**src/rtl/display_timing_gen.sv**
```systemverilog
// -----------------------------------------------------------------------------
// display_timing_gen
//
// Raster timing generator that sits at the head of the video path. It walks a
// horizontal counter (sx) and a vertical counter (sy) over the full raster,
// including blanking. From the coordinate it presents on each step, it decodes
// data-enable, horizontal/vertical sync and the line/frame strobes.
//
// All outputs are registered. The decode logic works on the *next*
// coordinate, so every flag lines up with the (sx,sy) that is presented on the
// same cycle. No input has a combinational path to any output.
//
// Ports
//   clk_pix   in   1      pixel clock; the only clock domain
//   sim_rst_n in   1      synchronous active-low reset
//   pix_ce    in   1      pixel clock enable; the raster advances only when high
//   sx        out  CORDW  horizontal position, 0..H_TOTAL-1
//   sy        out  CORDW  vertical position, 0..V_TOTAL-1
//   de        out  1      high while (sx,sy) is inside the active picture
//   hsync     out  1      horizontal sync, active level = SYNC_POL
//   vsync     out  1      vertical sync, active level = SYNC_POL
//   line      out  1      one-step strobe when sx==0
//   frame     out  1      one-step strobe when sx==0 and sy==0
// -----------------------------------------------------------------------------
module display_timing_gen #(
    parameter int   CORDW    = 10,
    parameter int   H_RES    = 640,
    parameter int   H_FP     = 16,
    parameter int   H_SYNC   = 96,
    parameter int   H_BP     = 48,
    parameter int   V_RES    = 480,
    parameter int   V_FP     = 10,
    parameter int   V_SYNC   = 2,
    parameter int   V_BP     = 33,
    parameter logic SYNC_POL = 1'b0
) (
    input  logic             clk_pix,
    input  logic             sim_rst_n,
    input  logic             pix_ce,
    output logic [CORDW-1:0] sx,
    output logic [CORDW-1:0] sy,
    output logic             de,
    output logic             hsync,
    output logic             vsync,
    output logic             line,
    output logic             frame
);

    // -------------------------------------------------------------------------
    // Derived raster geometry
    // -------------------------------------------------------------------------
    localparam int H_TOTAL = H_RES + H_FP + H_SYNC + H_BP;
    localparam int V_TOTAL = V_RES + V_FP + V_SYNC + V_BP;

    // Every boundary is held as an unsigned CORDW-bit constant, so each
    // comparison below is a plain same-width unsigned compare.
    localparam logic [CORDW-1:0] H_LAST   = CORDW'(H_TOTAL - 1);
    localparam logic [CORDW-1:0] V_LAST   = CORDW'(V_TOTAL - 1);
    localparam logic [CORDW-1:0] H_ACTIVE = CORDW'(H_RES);
    localparam logic [CORDW-1:0] V_ACTIVE = CORDW'(V_RES);
    localparam logic [CORDW-1:0] HS_START = CORDW'(H_RES + H_FP);
    localparam logic [CORDW-1:0] HS_END   = CORDW'(H_RES + H_FP + H_SYNC - 1);
    localparam logic [CORDW-1:0] VS_START = CORDW'(V_RES + V_FP);
    localparam logic [CORDW-1:0] VS_END   = CORDW'(V_RES + V_FP + V_SYNC - 1);

    // A raster that cannot be addressed by the coordinate counters would wrap
    // silently, so refuse to build it.
    if (H_TOTAL > (1 << CORDW)) begin : g_h_total_too_wide
        $fatal(1, "display_timing_gen: H_TOTAL (%0d) exceeds 2**CORDW", H_TOTAL);
    end
    if (V_TOTAL > (1 << CORDW)) begin : g_v_total_too_wide
        $fatal(1, "display_timing_gen: V_TOTAL (%0d) exceeds 2**CORDW", V_TOTAL);
    end
    if (H_RES < 1 || V_RES < 1 || H_SYNC < 1 || V_SYNC < 1) begin : g_bad_geometry
        $fatal(1, "display_timing_gen: active area and sync widths must be non-zero");
    end

    // -------------------------------------------------------------------------
    // Next coordinate and its decoded flags
    // -------------------------------------------------------------------------
    logic [CORDW-1:0] sx_next;
    logic [CORDW-1:0] sy_next;
    logic             de_next;
    logic             hsync_next;
    logic             vsync_next;
    logic             line_next;
    logic             frame_next;

    // NOTE: every signal driven from always_comb receives a default at the top
    // of the block, so no path through the branches can leave it unassigned
    // and infer a latch.
    always_comb begin
        sx_next = sx + 1'b1;
        sy_next = sy;

        if (sx == H_LAST) begin
            sx_next = '0;
            if (sy == V_LAST) begin
                sy_next = '0;
            end else begin
                sy_next = sy + 1'b1;
            end
        end
    end

    always_comb begin
        de_next    = (sx_next < H_ACTIVE) && (sy_next < V_ACTIVE);
        hsync_next = ~SYNC_POL;
        vsync_next = ~SYNC_POL;

        if ((sx_next >= HS_START) && (sx_next <= HS_END)) begin
            hsync_next = SYNC_POL;
        end

        // vsync covers whole lines, so it depends on sy only.
        if ((sy_next >= VS_START) && (sy_next <= VS_END)) begin
            vsync_next = SYNC_POL;
        end

        line_next  = (sx_next == '0);
        frame_next = (sx_next == '0) && (sy_next == '0);
    end

    // -------------------------------------------------------------------------
    // Output registers
    // -------------------------------------------------------------------------
    // Reset parks the raster on its final position, so the first enabled step
    // after release lands on (0,0) with both strobes raised. Reset wins over
    // pix_ce and takes effect on the edge it is seen, even mid-line.
    //
    // With pix_ce low the coordinate and its level-type flags hold, while the
    // strobes drop, so each strobe marks exactly one enabled step.
    //
    // NOTE: state registers use non-blocking assignments so every register
    // samples the values from before the edge, whatever order the statements
    // appear in.
    always_ff @(posedge clk_pix) begin
        if (!sim_rst_n) begin
            sx    <= H_LAST;
            sy    <= V_LAST;
            de    <= 1'b0;
            hsync <= ~SYNC_POL;
            vsync <= ~SYNC_POL;
            line  <= 1'b0;
            frame <= 1'b0;
        end else if (pix_ce) begin
            sx    <= sx_next;
            sy    <= sy_next;
            de    <= de_next;
            hsync <= hsync_next;
            vsync <= vsync_next;
            line  <= line_next;
            frame <= frame_next;
        end else begin
            line  <= 1'b0;
            frame <= 1'b0;
        end
    end

endmodule

```
**config.mk**
```make
export PLATFORM = sky130hd
export DESIGN_NAME = display_timing_gen
export DESIGN_NICKNAME = d
export VERILOG_FILES = /design/src/rtl/display_timing_gen.sv
export SDC_FILE = /design/constraint.sdc
export NUM_CORES = 1
export LEC_CHECK = 0
export CORE_AREA = 2 2 84 46
export DETAILED_ROUTE_END_ITERATION = 16
export DIE_AREA = 0 0 86 48
export PLACE_DENSITY = 0.76
export SYNTH_ARGS = -nofsm -noshare
export SYNTH_HDL_FRONTEND = slang
export SYNTH_SLANG_ARGS = --single-unit
```
**constraint.sdc**
```tcl
create_clock -name clk_pix -period 3.4 [get_ports clk_pix]
set_clock_uncertainty 0.15 [all_clocks]
set_input_delay 0.34 -clock clk_pix [delete_from_list [all_inputs] [get_ports clk_pix]]
set_output_delay 0.34 -clock clk_pix [all_outputs]
set_load 0.02 [all_outputs]
```
After elaboration in Yosys (flattened, before gate mapping)
Cells that the tools add are included.

word-level totals
  register bits = 25
  input port bits = 3
  output and inout port bits = 25
  word-level logic and storage cells = 29

operators by class
  add/sub/neg operators = 2
  order comparisons = 6
  equal/unequal tests = 2
  multiplexer cells = 5
  reductions and logical operators = 7

operators by type and width
  kind                   number
  $mux 10                3
  $add 10x1->10 const B  2
  $eq 10x10->1 const B   2
  $logic_not 10->1       2
  $ge 10x10->1 const B   1
  $ge 10x9->1 const B    1
  $le 10x10->1 const B   1
  $le 10x9->1 const B    1
  $lt 10x10->1 const B   1
  $lt 10x9->1 const B    1
  $logic_and 1x1->1      4
  $mux 1                 2
  $reduce_and 2->1       1

Depth between registers and ports, before layout
Gate-level depths: netlist of run 1.

  depth in word-level cells = 6
  depth in mapped cells = 8
  mapped depth without buffers = 8

Least setup slack after synthesis of run 1
No wires, ideal clock.

  path kind = register to register
  start point = register sx[1]
  end point = register de
  setup time = 0.137 ns
  data arrival time = 2.370 ns
  data required time = 3.113 ns
  setup slack = 0.743 ns
  cell stages (with the launch flop) = 9
  path buffers = 1
  clock period less this slack = 2.657 ns
  cell sequence = dfxtp_1 > ha_1 > nand4_4 > or4_4 > buf_6 > nor2_2 > nand2_1 > a2111oi_2 > o22ai_1

on the way
  cells in the longest elaborated chain, start to end = 4
  elaborated cells between the ends (all ways) = 7
  classes of those cells = add/sub: 1; order compare: 2; eq/ne: 1; mux: 2; reduce/logical: 1

RTL lines
  element                                        line    RTL
  start, declared                                40      output logic [CORDW-1:0] sx,
  start signal, assigned                         147     sx <= sx_next;
  $add 10x1->10 or $eq 10x10->1 (tied branches)  93, 96
  $mux 10                                        96      if (sx == H_LAST) begin
  $lt 10x10->1 or $lt 10x9->1 (tied branches)    107     de_next = (sx_next < H_ACTIVE) && (sy_next < V_ACTIVE);
  $logic_and 1x1->1 (*)                          107
  end signal, assigned                           149     de <= de_next;
  end, declared                                  42      output logic de,

Every way passes the cells marked *; elsewhere a longest branch is shown, timed or not.
A chain may end at the register's enable or synchronous reset.

Worst setup path after layout of run 1
  start point = register sx[1]
  end point = register frame

on the way
  cells in the longest elaborated chain, start to end = 4
  elaborated cells between the ends (all ways) = 7
  classes of those cells = add/sub: 1; eq/ne: 1; mux: 2; reduce/logical: 3

RTL lines
  element                                        line    RTL
  $add 10x1->10 or $eq 10x10->1 (tied branches)  93, 96
  $mux 10                                        96
  $logic_not 10->1                               121     frame_next = (sx_next == '0) && (sy_next == '0);
  $logic_and 1x1->1 (*)                          121
  end signal, assigned                           153     frame <= frame_next;
  end, declared                                  46      output logic frame

Marked as above.

==> results of run 1 <==
-- cells in the final DEF (no fill, tap or decap), types with 2 or more instances in the layout --
cell type        synthesis  layout
o211ai_1                 3       3
buf_4                    0       2
clkdlybuf4s50_1          0      27
a21oi_1                  7       7
nand4_1                  2       2
a41oi_1                  2       2
o31ai_1                  4       4
o21a_1                   2       2
and2_1                   6       6
nor4_1                   4       4
inv_1                   11      11
ha_1                     4       4
nor3_2                   2       2
nand3_1                 12      12
clkbuf_8                 0       3
nor2_1                  14      14
and3_1                   4       4
a31oi_1                  5       5
a21boi_0                 3       3
dfxtp_1                 25      25
or4_4                    2       2
xor2_1                   3       3
mux2i_1                  2       2
nor3_1                   7       7
o32ai_1                  2       2
o21ai_0                 12      12
nand2_1                 26      26
xnor2_1                  9       9
or2_2                    2       2
nor2b_1                  2       2
or3_1                    3       3
nor2_2                   3       3
-- critical path: stages, from the launching register on --
cell and delay, ns:
dfxtp_1 0.45, ha_1 0.36, nand4_4 0.23, nor4_4 0.61, a221oi_1 0.16, or4_4 0.57, nor4b_2 0.26
-- layer usage --
metal  wire [µm]  track usage, %  vias up
met3         470            7.93        6
met1        2430            37.1      771
met5           0               0        -
met2        1620            31.0       92
met4          12            2.86        0
li1            -               -      821
-- worst max-delay path by stage --
stage           start    end
2_1_floorplan   sx[1]     de
3_3_place_gp   pix_ce  frame
3_5_place_dp    sx[1]  frame
4_1_cts         sx[1]  frame
5_1_grt         sx[1]  sy[5]
6_report        sx[1]  frame
-- layout make-up --
class	instances	area [µm²]	area share (%)
repair buffers	29	285	14.1
inverters	11	41.3	2.04
flip-flops and latches	25	500	24.7
multi-input cells	167	1100	54.4
clock buffers	4	45.0	2.22
well taps	42	52.6	2.59
-- cells by family after synthesis --
logic type                 after synthesis
and+or+nand+nor                         97
AOI/OAI and AO/OA                       51
DFF                                     25
buffers and inverters                   24
xor gates and xnor gates                12
adders and majority gates                4
muxes                                    3
-- per-stage QoR --
step           total power [mW]  worst slack [ns]  cells  area, µm²  utilization (%)
2_1_floorplan             0.626             0.743    216       1710                -
3_3_place_gp              0.719             0.725    274       1980             59.6
3_5_place_dp              0.720             0.598    274       1980             59.6
4_1_cts                   0.902             0.558    278       2030             61.0
5_1_grt                   0.959             0.316    278       2030             61.0
6_report                  0.903             0.540    278       2030             61.0
-- state kept, by name (all words and copies together), names as in the netlist --
signal  count
sx         10
sy         10
de          1
frame       1
hsync       1
line        1
vsync       1
-- power breakdown --
part | switching (mW) | total, mW | internal [mW]
registers | 0.0462 | 0.360 | 0.314
clock network | 0.0962 | 0.180 | 0.0839
logic | 0.213 | 0.363 | 0.151
total | 0.355 | 0.903 | 0.548
==> reports/qor.txt, run 1 <==
Post-synthesis async set-or-reset flop share: 0%
H-tree Lvls: 1
Clk sinks: 25
Worst hold path type: flop to flop
Largest net degree at the start of global routing: 22
Hold_sp: de
Row cnt: 15
Hold depth: 2
Post-synth top area share: 29.3%
Mean routed wirelength per cell: 16.3 µm
Final Setup Violations: 0
Total gr overflow: 0
Post-Synth Adder-Cell Area: 2.93%
Initial Utilization: 51.3%
CP endpoint kind: flop
CP max FO: 10
Syn_nets: 223
Detailed Route Iter0 Violations: 275
Nets: 244
Kind of start point of the critical path: flop
Filler cells: 302
GR Util All Layers: 23.7%
Worst vdd ir: 224 µV
Endpoints failing hold: 0
WS Path Type: flop to flop
Count leader, synth: nand2_1
Die Span Y: 48 µm
Compound-Gate Fraction of Synth Area: 20.5%
Reg2reg start: sx[1]
Max cap viols: 0
Simple-gate area share of the yosys netlist: 33.2%
Reg2Reg Setup Slack: 0.54 ns
Top cell types by occurrence after synthesis: nand2_1, dfxtp_1, nor2_1
Hold_buf cts: 0
TritonCTS clock tree: yes
Outcome: complete, no violations
First-pass GRT wire length: 7480 µm
Via density: 6.08
Synth Area in XOR/XNOR: 6.16%
Vias in the first global route: 1472
Final period utilization: 84.1%
Seq/Total Area, Yosys: 29.3%
Diode count: 0
Detailed Route WL: 4530 µm
Distinct cells, synth: 53
Die width: 86 µm
Post-layout min period: 2.86 ns
Final slew viol count: 0
Slew headroom: 57.8%
Crit path DAT: 2.90 ns
Number of CTS-inserted buffers: 3
Initial antenna violation count: 0
Drt first pass iters: 5
Depth of the most critical reg-to-reg path: 6
Maximum clock path buffer count: 2
Unrepaired setup endpoints after global routing: false
Post-synthesis mux area share: 1.83%
Post-DP HPWL: 3300 µm
Post-CTS Setup Repair Bufs: 0
Placeable Area: 3320 µm²
Main combinational cell family by area after synthesis: simple AND/OR/NAND/NOR gates
Worst slew pin tran: 0.629 ns
Reg-to-reg endpoint: frame
Hold WS: 0.326 ns
Most common flop cell mapped by yosys: dfxtp_1
Synth top area cells: dfxtp_1, nand2_1, xnor2_1
Max Freq: 350 MHz
Flops & latches, synth: 25
EDFF count, synth: 0
Leakage: 0.735 nW
Clock slew at reported path FFs: 0.09 ns
Layout overhead on the synthesized area: 18.8%
Synth warnings: 0
Post_cts resized: 0
Layout cells sized above 1: 9.75%
CP required: 3.44 ns
Total vias in the final route: 1690
Syn Area/Cell: 7.90 µm²
Syn Inst Count: 216
Yosys top cell by area: dfxtp_1
I/O pins: 28
Clock latency on the worst-skew pair: 0.27 ns
Hold endpoint: de
Post-synthesis cell area: 1710 µm²
Setup_tns: 0 ns
Post-route ant nets: 0
IO Port Bufs: 27
Die Area: 4130 µm²
DRC: 0
Pwr per Cell Area: 446 nW/µm²
GP Congestion: 0.998
Root buf cell: clkbuf_8
Note: power is estimated with default switching activity, not from simulation.
==> run 2, diff against run 1 <==
- clock period: 3.4 -> 2.7 ns (I/O delays scaled with it)
==> reports/qor.txt, run 2 (same netlist as run 1, synthesis figures left out) <==
Final Cell Area: 2110 µm² (+4.1%)
Hold_buf cts: 0 (unchanged)
Final slew viol count: 0 (unchanged)
Worst-path cell chain: ha_1, nand4_4, or4_4, nor2_2, nand2_1, a2111oi_2, o22ai_1
Reg2reg start: sx[0]
Hold_sp: de
Design Power: 1.19 mW (+32%)
Worst slew pin tran: 0.582 ns (-0.0467 ns)
Slowest Stage Delay on Critical Path: 0.62 ns (about the same)
Fin cells: 289 (+4.0%)
Pre-CTS WS: 0.156 ns (-0.441 ns)
Slew headroom: 60.8% (+3.1 points)
Worst hold path type: flop to flop
Pwr per Cell Area: 564 nW/µm² (+26%)
Initial Utilization: 51.3% (unchanged)
TritonCTS clock tree: yes
Largest net degree at the start of global routing: 22 (unchanged)
DRC: 0 (unchanged)
CP required: 2.70 ns (-0.74 ns)
Clock power share: 19.6% (-0.3 points)
Top flop regs: sx x10, sy x10
Switching Share: 39.0% (-0.32 points)
Clk sinks: 25 (unchanged)
Detailed Route WL: 4690 µm (+3.5%)
Maximum clock path buffer count: 2 (unchanged)
Endpoints failing hold: 0 (unchanged)
Int Pwr: 725 µW (+32%)
Root buf cell: clkbuf_8
Unrepaired setup endpoints after global routing: true
Post_cts resized: 0 (unchanged)
Detailed Route Iter0 Violations: 125 (-55%)
Crit path buffers/inverters: 0 (unchanged)
Most common cell after layout, fill and taps aside: clkdlybuf4s50_1
Diode count: 0 (unchanged)
CP delay by family, top: simple AND/OR/NAND/NOR gates
Depth of the most critical reg-to-reg path: 7 (+1)
Post-layout min period: 2.58 ns (-0.281 ns)
Outcome: complete, no violations
Total gr overflow: 0 (unchanged)
Number of CTS-inserted buffers: 3 (unchanged)
Die width: 86 µm (unchanged)
Max Freq: 388 MHz (+11%)
Sequential cell area: 500 µm² (unchanged)
GR Util All Layers: 24.2% (+0.50 points)
H-tree Lvls: 1 (unchanged)
Post-CTS Setup Repair Bufs: 0 (unchanged)
GP Congestion: 0.962 (-3.6%)
Layout overhead on the synthesized area: 23.6%
CP max FO: 11 (+1)
Slowest-stage cell, CP: or4_4
Placeable Area: 3320 µm² (unchanged)
Placed cell count: 285 (+4.0%)
Setup ws final: 0.121 ns (-0.419 ns)
Max cap viols: 0 (unchanged)
Nets: 255 (+4.5%)
Most frequent cells in the layout: clkdlybuf4s50_1, nand2_1, dfxtp_1, nor2_1, buf_4
CP endpoint kind: flop
Post-route ant nets: 0 (unchanged)
Reg-to-reg endpoint: de
Total vias in the final route: 1688 (-0.12%)
Sequential fraction of design power: 37.4% (-2.4 points)
Vias in the first global route: 1396 (-5.2%)
Clock latency on the worst-skew pair: 0.28 ns (about the same)
Hold depth: 2 (unchanged)
Clock slew at reported path FFs: 0.09 ns (about the same)
Leakage: 0.788 nW (+7.2%)
WS Path Type: flop to flop
Row cnt: 15 (unchanged)
Die Area: 4130 µm² (unchanged)
Via density: 5.84 (-3.9%)
Reg2Reg Setup Slack: 0.12 ns (-0.42 ns)
Die Span Y: 48 µm (unchanged)
Final Setup Violations: 0 (unchanged)
Layout cells sized above 1: 13.8% (+4.0 points)
IO Port Bufs: 27 (unchanged)
Setup_tns: 0 ns (unchanged)
Worst vdd ir: 253 µV (+13%)
Hold WS: 0.327 ns (+0.00173 ns)
Placed cell areas: 2060 µm² (+4.2%)
Hold endpoint: de
Final core occ: 63.5% (+2.5 points)
Switching Power: 463 µW (+30%)
Initial antenna violation count: 0 (unchanged)
Final period utilization: 95.5% (+11 points)
Logic pwr share: 43.0% (+2.8 points)
Mean routed wirelength per cell: 16.2 µm (-0.48%)
Crit path DAT: 2.58 ns (-0.32 ns)
Drt first pass iters: 4 (-1)
Kind of start point of the critical path: flop
Filler cells: 298 (-1.3%)
Area of the multi-input gates: 1100 µm² (unchanged)
First-pass GRT wire length: 7580 µm (+1.3%)
Worst setup startpoint: sx[0]
Post-DP HPWL: 3520 µm (+6.8%)
I/O pins: 28 (unchanged)
run 2: cell count changes in the layout (fill, tap and decap cells not counted), sizes merged:
cell  delta
buf     +11
run 2: how the worst max path moves through the flow:
stage,to,depth (start not counted),slack (ns)
6_report,de,7,0.12
5_1_grt,de,7,-0.05
4_1_cts,de,7,0.13
3_5_place_dp,de,7,0.16
3_3_place_gp,de,7,0.23
2_1_floorplan,de,8,0.04
run 2: final cells by class:
| type | count | share of cell area [%] |
|---|---|---|
| Clock buffer | 4 | 2.14 |
| Inverter | 11 | 1.96 |
| Multi-Input combinational cell | 167 | 52.2 |
| Sequential cell | 25 | 23.7 |
| Tap cell | 42 | 2.49 |
| Timing Repair Buffer | 40 | 17.4 |
run 2: tightest hold or removal path, cell delays in order (launching register included):
cell and delay (ns):
dfxtp_1 0.32, inv_1 0.05, o22ai_1 0.07
run 2: power by group through the flow:
stage,sequential [mW],clock (mW),combinational (mW)
after floorplan,0.455,0,0.334
after global placement,0.451,0,0.496
after detailed placement,0.452,0,0.497
after CTS,0.444,0.240,0.500
after global routing,0.451,0.255,0.550
final,0.445,0.233,0.510
run 2: layer usage:
| metal | GRT usage [%] | vias to the layer above | share of wire (%) |
|---|---|---|---|
| met5 | 0 | - | 0 |
| met4 | 1.90 | 0 | 0.26 |
| met3 | 4.66 | 3 | 11 |
| met2 | 29.6 | 86 | 35 |
| met1 | 41.6 | 749 | 54 |
| li1 | - | 850 | - |
==> run 3, diff against run 2 <==
- CORE_AREA: 2 2 84 46 -> 4 4 86 48
- DIE_AREA: 0 0 86 48 -> 0 0 90 52
- SLEW_MARGIN: not set -> 20
==> reports/qor.txt, run 3 (same netlist as run 1, synthesis figures left out) <==
Switching Power: 467 µW (+0.77%)
Max cap viols: 0 (unchanged)
Outcome: complete, no violations
Clk sinks: 25 (unchanged)
Hold_buf cts: 0 (unchanged)
Pwr per Cell Area: 557 nW/µm² (-1.3%)
Reg-to-reg endpoint: frame
Die Span Y: 52 µm (+8.3%)
I/O pins: 28 (unchanged)
Layout cells sized above 1: 15.8% (+2.0 points)
Nets: 261 (+2.4%)
Sequential fraction of design power: 36.7% (-0.7 points)
Final Cell Area: 2170 µm² (+2.7%)
Hold_sp: de
Kind of start point of the critical path: flop
Row cnt: 15 (unchanged)
GR Util All Layers: 22.0% (-2.2 points)
Largest net degree at the start of global routing: 22 (unchanged)
Top flop regs: sx x10, sy x10
Clock power share: 18.8% (-0.8 points)
Final period utilization: 95.8% (+0.27 points)
Endpoints failing hold: 0 (unchanged)
Reg2reg start: sx[0]
Vias in the first global route: 1579 (+13%)
Detailed Route Iter0 Violations: 181 (+45%)
Drt first pass iters: 4 (unchanged)
Design Power: 1.21 mW (+1.4%)
Post-DP HPWL: 3640 µm (+3.4%)
Initial antenna violation count: 0 (unchanged)
Worst hold path type: flop to flop
CP max FO: 8 (-3)
Logic pwr share: 44.5% (+1.5 points)
Depth of the most critical reg-to-reg path: 7 (unchanged)
Hold depth: 2 (unchanged)
Post-layout min period: 2.59 ns (+0.00728 ns)
Total vias in the final route: 1778 (+5.3%)
Mean routed wirelength per cell: 17.1 µm (+5.2%)
Crit path DAT: 2.62 ns (+0.04 ns)
Clock latency on the worst-skew pair: 0.27 ns (about the same)
Reg2Reg Setup Slack: 0.11 ns (about the same)
H-tree Lvls: 1 (unchanged)
Placed cell areas: 2090 µm² (+1.1%)
Worst slew pin tran: 0.646 ns (+0.0638 ns)
Worst vdd ir: 248 µV (-2.2%)
Total gr overflow: 0 (unchanged)
Diode count: 0 (unchanged)
Switching Share: 38.7% (-0.26 points)
Final Setup Violations: 0 (unchanged)
WS Path Type: flop to flop
TritonCTS clock tree: yes
DRC: 0 (unchanged)
CP endpoint kind: flop
Maximum clock path buffer count: 2 (unchanged)
Die Area: 4680 µm² (+13%)
Via density: 6.03 (+3.2%)
Int Pwr: 739 µW (+1.9%)
CP required: 2.73 ns (+0.03 ns)
Most frequent cells in the layout: clkdlybuf4s50_1, nand2_1, dfxtp_1, buf_4, nor2_1
Hold WS: 0.333 ns (+0.00524 ns)
IO Port Bufs: 27 (unchanged)
First-pass GRT wire length: 8270 µm (+9.1%)
Unrepaired setup endpoints after global routing: false
Leakage: 0.820 nW (+4.1%)
Initial Utilization: 51.3% (unchanged)
GP Congestion: 0.999 (+3.9%)
Hold endpoint: de
Slew headroom: 56.5% (-4.3 points)
Layout overhead on the synthesized area: 27.0%
Placeable Area: 3320 µm² (unchanged)
Number of CTS-inserted buffers: 3 (unchanged)
Final slew viol count: 0 (unchanged)
Detailed Route WL: 5040 µm (+7.4%)
Die width: 90 µm (+4.7%)
Max Freq: 387 MHz (-0.28%)
Most common cell after layout, fill and taps aside: clkdlybuf4s50_1
Clock slew at reported path FFs: 0.09 ns (about the same)
Post-route ant nets: 0 (unchanged)
Root buf cell: clkbuf_8
Setup_tns: 0 ns (unchanged)
[run 3: per-stage QoR]
stage / util (%) / worst slack [ns] / instances
global route: 65.2 / 0.00531 / 295
global placement: 62.8 / 0.183 / 288
CTS: 64.1 / 0.0419 / 292
detailed placement: 62.8 / 0.0717 / 288
floorplan: - / 0.0433 / 216
finish: 65.2 / 0.114 / 295
[run 3: how the worst max path moves through the flow]
stage	start	to	slack (ns)	depth (start not counted)
floorplan	sx[1]	de	0.04	8
global placement	sx[0]	de	0.18	7
detailed placement	sx[0]	de	0.07	7
CTS	sx[0]	de	0.04	7
global route	sx[0]	frame	0.005	7
finish	sx[0]	frame	0.11	7
[run 3: what timing repair did]
item,in CTS,in global routing
setup buffers,0,3
resized for setup,0,2
endpoints found under the setup margin,0,3
[run 3: power groups by stage]
stage               Combinational (mW)  Sequential [mW]  Clock (mW)
floorplan                        0.334            0.455           0
global placement                 0.504            0.448           0
detailed placement               0.499            0.448           0
CTS                              0.507            0.440       0.235
global route                     0.572            0.448       0.249
finish                           0.536            0.443       0.227
[run 3: metal layers]
| metal | track usage, % | routed length (µm) | vias up |
|---|---|---|---|
| met5 | 0 | 0 | - |
| met4 | 3.55 | 57 | 0 |
| met3 | 6.79 | 575 | 8 |
| met2 | 29.3 | 1850 | 109 |
| met1 | 33.9 | 2550 | 804 |
| li1 | - | - | 857 |
[run 3: cell type report]
class,count,area [µm²]
Multi-Input combinational cell,167,1110
Sequential cell,25,500
Tap cell,42,52.6
Inverter,11,41.3
Clock buffer,4,45.0
Fill cell,261,1160
Timing Repair Buffer,46,413
[run 3: critical path, stage by stage, from the launching register on]
cell      delay [ns]
dfxtp_1         0.42
ha_1            0.26
nand4_4         0.20
nor4_4          0.46
buf_4           0.20
a311oi_1        0.06
or4_4           0.46
nor4b_2         0.30
